**src/rtl/inst_fetch_bridge.sv**
```systemverilog
// ============================================================================
// Module   : inst_fetch_bridge
// Purpose  : Uncached instruction fetch responder. Merges the PC-stage index
//            with the late MMU tag and returns one 4-word line via a burst read.
// Revision : 1.0 - initial release
// ============================================================================
`default_nettype none

module inst_fetch_bridge #(
  parameter int INDEX_W = 8,
  parameter int TAG_W   = 20
) (
  input  logic               clk,
  input  logic               rst,
  input  logic               inst_req,
  input  logic               inst_wr,
  input  logic [1:0]         inst_size,
  input  logic [INDEX_W-1:0] inst_index,
  input  logic [31:0]        inst_wdata,
  output logic               inst_index_ok,
  input  logic [TAG_W-1:0]   inst_tag,
  output logic [127:0]       inst_rdata,
  output logic               inst_data_ok,
  input  logic               flush,
  output logic               mem_arvalid,
  output logic [31:0]        mem_araddr,
  output logic [7:0]         mem_arlen,
  input  logic               mem_arready,
  input  logic               mem_rvalid,
  input  logic [31:0]        mem_rdata,
  input  logic               mem_rlast,
  output logic               mem_rready
);

  localparam logic [2:0] ST_IDLE = 3'd0;
  localparam logic [2:0] ST_TAG  = 3'd1;
  localparam logic [2:0] ST_AR   = 3'd2;
  localparam logic [2:0] ST_R    = 3'd3;
  localparam logic [2:0] ST_RESP = 3'd4;

  logic [2:0]         state;
  logic [INDEX_W-1:0] index_q;
  logic [31:0]        addr_q;
  logic [1:0]         beat_cnt;
  logic               cancel;
  logic [127:0]       line_buf;

  // Write-side fields are part of the sram-like interface but have no meaning here.
  logic unused_inputs;
  assign unused_inputs = ^{inst_wr, inst_size, inst_wdata, mem_rlast};

  assign inst_index_ok = !rst && (state == ST_IDLE) && inst_req && !flush;
  assign mem_arvalid   = !rst && (state == ST_AR);
  assign mem_arlen     = mem_arvalid ? 8'd3 : 8'd0;
  assign mem_araddr    = addr_q;
  assign mem_rready    = !rst && (state == ST_R);
  assign inst_data_ok  = !rst && (state == ST_RESP) && !flush;
  assign inst_rdata    = line_buf;

  always_ff @(posedge clk) begin
    if (rst) begin
      state    <= ST_IDLE;
      index_q  <= '0;
      addr_q   <= '0;
      beat_cnt <= 2'd0;
      cancel   <= 1'b0;
      line_buf <= '0;
    end else begin
      case (state)
        ST_IDLE: begin
          if (inst_req && !flush) begin
            index_q <= inst_index;
            state   <= ST_TAG;
          end
        end
        ST_TAG: begin
          if (flush) begin
            state <= ST_IDLE;
          end else begin
            addr_q <= {inst_tag, index_q, 4'b0000};
            state  <= ST_AR;
          end
        end
        ST_AR: begin
          // The address request cannot be withdrawn, so a flush only marks it.
          if (flush) cancel <= 1'b1;
          if (mem_arready) begin
            beat_cnt <= 2'd0;
            state    <= ST_R;
          end
        end
        ST_R: begin
          if (mem_rvalid) begin
            line_buf[{beat_cnt, 5'b00000} +: 32] <= mem_rdata;
            beat_cnt <= beat_cnt + 2'd1;
            if (beat_cnt == 2'd3) begin
              state  <= (cancel || flush) ? ST_IDLE : ST_RESP;
              cancel <= 1'b0;
            end else if (flush) begin
              cancel <= 1'b1;
            end
          end else if (flush) begin
            cancel <= 1'b1;
          end
        end
        ST_RESP: state <= ST_IDLE;
        default: state <= ST_IDLE;
      endcase
    end
  end

  // The beat counter owns burst termination; rlast must agree with it.
  a_rlast_matches_count: assert property (@(posedge clk) disable iff (rst)
    (state == ST_R && mem_rvalid) |-> (mem_rlast == (beat_cnt == 2'd3)));

endmodule

`default_nettype wire

```
**config.mk**
```make
export PLATFORM = sky130hd
export DESIGN_NAME = inst_fetch_bridge
export DESIGN_NICKNAME = d
export VERILOG_FILES = /design/src/rtl/inst_fetch_bridge.sv
export SDC_FILE = /design/constraint.sdc
export NUM_CORES = 1
export LEC_CHECK = 0
export CAP_MARGIN = 20
export CORE_MARGIN = 4
export CORE_UTILIZATION = 42
export DETAILED_ROUTE_END_ITERATION = 12
export MAX_ROUTING_LAYER = met4
export PLACE_DENSITY = 0.77
export SYNTH_ARGS = -nofsm -noshare
export SYNTH_HDL_FRONTEND = slang
export SYNTH_SLANG_ARGS = --single-unit
```
**constraint.sdc**
```tcl
create_clock -name clk -period 2.5 [get_ports clk]
set_input_delay 0.25 -clock clk [delete_from_list [all_inputs] [get_ports clk]]
set_output_delay 0.25 -clock clk [all_outputs]
set_load 0.005 [all_outputs]
```
==> impl_metrics.yaml <==
clock_network:
  numClockSinks: 170
  ctsLongestPathBuffers: 2
  ctsHoldBuffers: 0
  cts-buffers-inserted: 17
  postCtsSetupRepairBufs: 0
  clk_pin_slew_ns: 0.06
  cts_root_buf: "clkbuf_16"
  htreeDepth: 4
  clk_latency_ns: 0.42
  cts_resized: 0
  cts_tree: "built"
route:
  dr.pass1.iters: 5
  wl_per_cell_um: 18.5
  drtAntennaViolNets: 0
  drt-initial-drc-count: 343
  vias_per_cell: 5.40
  wirelength_mm: 20.1
  vias: 5893
  drc: 0
power:
  fin_total_pwr_mw: 5.77
  power_density_nw_per_um2: 619
  peakVddDrop_v: 0.000614
  p_leak_nw: 3.40
logic_synthesis:
  yosys.area.top_type: "dfxtp_1"
  synth_area_um2: 6350
  ys_async_sr_fraction_pct: 0
  synth_area_leaders: "dfxtp_1 54%, nand2_1 7.6%, a21oi_1 7.5%"
  synth_most_common_cell: "dfxtp_1"
  syn_inst: 689
  yosysUniqueCellTypes: 36
  ys.flop_type: "dfxtp_1"
  syn_avg_cell_area_um2: 9.21
  ys_seq_area_share_pct: 53.6
  synth_edf_count: 0
  yosysWarnings: 0
  synth_seq_cells: 170
  synthDominantCellAreaShare_pct: 53.6
  synth_commonest_cells: "170 x dfxtp_1, 128 x nand2_1, 95 x a21oi_1"
die:
  die_h_um: 131
  io_pins: 274
  start_util_pct: 43.4
  dieArea_um2: 17100
  rows: 44
  fp.coreArea_um2: 14600
  die_w_um: 131
finish:
  drive_gt1_share_pct: 10.1
  num_antenna_cells: 0
  final_area_um2: 9320
  syn_to_final_growth_pct: 46.8
  multi_input_area_um2: 2600
  nets: 1002
  layoutNonFillerInstCount: 1091
  final-seq-area_um2: 3400
  fillers: 1223
grt:
  grt_pass1_wl_mm: 30.5
  gr-usage-all-layers_pct: 23.6
  antenna_found_initial: 0
  grt-ovfl-total: 0
  grt_pass1_vias: 5469
  grt_max_degree: 74
setup_path:
  critPathKind: "reg2out"
  reg2reg_depth: 6
  start_kind: "flip-flop"
  crit_path_start: "state[1]"
  ff2ff_setup_slack_ns: 0.37
  r2r_start: "beat_cnt[0]"
  slowest_stage: "clkdlybuf4s50_1"
  arrival_ns: 2.03
  crit_required_ns: 2.25
  slowest_delay_ns: 0.56
  rr_endpoint: "inst_rdata[51]"
  path_cells: "and2b_1, nor3b_2, clkdlybuf4s50_1"
  cp-end-kind: "output port"
  crit_path_max_fanout: 8
placed_design:
  placed_area_um2: 8720
  gp_congestion: 0.826
  port_buffers: 227
  dp_hpwl_mm: 13.5
  dp_cells: 1059
timing:
  fin_crit_sh_pct: 91.1
  slew_violations: 0
  period_minus_slack_ns: 2.28
  hold_viol: 0
  fin_skew_ns: 0.00790
  slew_headroom_pct: 30.7
  rsz0062_at_grt: "false"
  tightest_slew_ns: 1.04
  setup_viol: 0
  fin_tns_setup_ns: 0
  fmax_mhz: 439
hold_path:
  hp-class: "in2reg"
  worstHoldEndpoint: "cancel"
  min_path_cells: 2
  hp-start: "rst"
job:
  max_cap_violations: 0
run_status:
  status: "finished, final reports clean"
## worst max-delay path, delay by kind of cell (launching register included)
family | cells | cell delay, ns
buf+inv | 1 | 0.56
flops | 1 | 0.46
simple gates | 2 | 0.58
## power by group
group          leakage (nW)  internal (mW)  switching [mW]  total [mW]
Clock                 0.284           1.56            1.07        2.62
Combinational          1.75          0.184           0.200       0.385
Sequential             1.37           2.74          0.0193        2.76
Total                  3.40           4.48            1.29        5.77
## how the worst max path moves through the flow
stage,slack [ns],end
after floorplan,0.63,inst_rdata[10]
after global placement,0.18,inst_rdata[102]
after detailed placement,0.19,inst_rdata[96]
after CTS,0.04,mem_arlen[1]
after global routing,0.08,inst_index_ok
final,0.22,mem_arlen[1]
## routing by layer
metal	wire, µm	track usage (%)
met5	0	-
met1	8610	29.8
met2	9570	35.9
met4	350	6.90
met3	1620	7.97
## cells in the final DEF, fill, tap and decap left out, drive strengths merged, types with 2 or more instances in the layout
cell           synthesis  routed
bufinv                 0       2
nand3b                 2       2
nor2                  16      16
and3                  30      30
clkinvlp               0       2
nand2                128     128
mux2i                  8       8
clkbuf                41      23
a21oi                 95      95
clkdlybuf4s50          0     226
and4b                  3       3
nor4b                  2       2
conb                   1      10
nor3b                  4       4
buf                   36      28
a31o                  27      27
nand2b                 2       2
nand4                 32      32
inv                    3       3
clkinv                 0       5
nand3                 33      33
a211oi                 2       2
a32o                  37      37
and2                   4       4
ha                     6       6
dfxtp                170     170
## registers in the layout, indices dropped and copies added, names as in the netlist
register,cells
mem_araddr,28
beat_cnt,2
inst_rdata,128
state,3
index_q,8
cancel,1
## cell families after synthesis
group | after synthesis | synth area share, %
DFF | 170 | 53.6
muxes | 9 | 1.44
and+or+nand+nor | 259 | 19.7
other | 1 | 0.0591
adders and majority gates | 6 | 1.18
buffers and inverters | 80 | 6.31
AOI/OAI and AO/OA | 164 | 17.7
## per-stage QoR
stage | setup slack [ns] | hold WS, ns | utilization [%]
final | 0.223 | 0.0911 | 63.7
after global routing | 0.0809 | 0.0878 | 63.7
after floorplan | 0.626 | 0.376 | -
after detailed placement | 0.185 | 0.442 | 59.6
after CTS | 0.0361 | 0.0629 | 63.6
after global placement | 0.183 | 0.437 | 59.6
## area by class of cell
cell class / instances / share of cell area (%)
clock buffer: 23 / 5.13
clock inverter: 9 / 1.23
inverter: 3 / 0.121
multi-input combinational: 448 / 27.9
sequential: 170 / 36.5
tap: 184 / 2.47
timing repair buffer: 254 / 26.7
(Power assumes the default switching activity.)
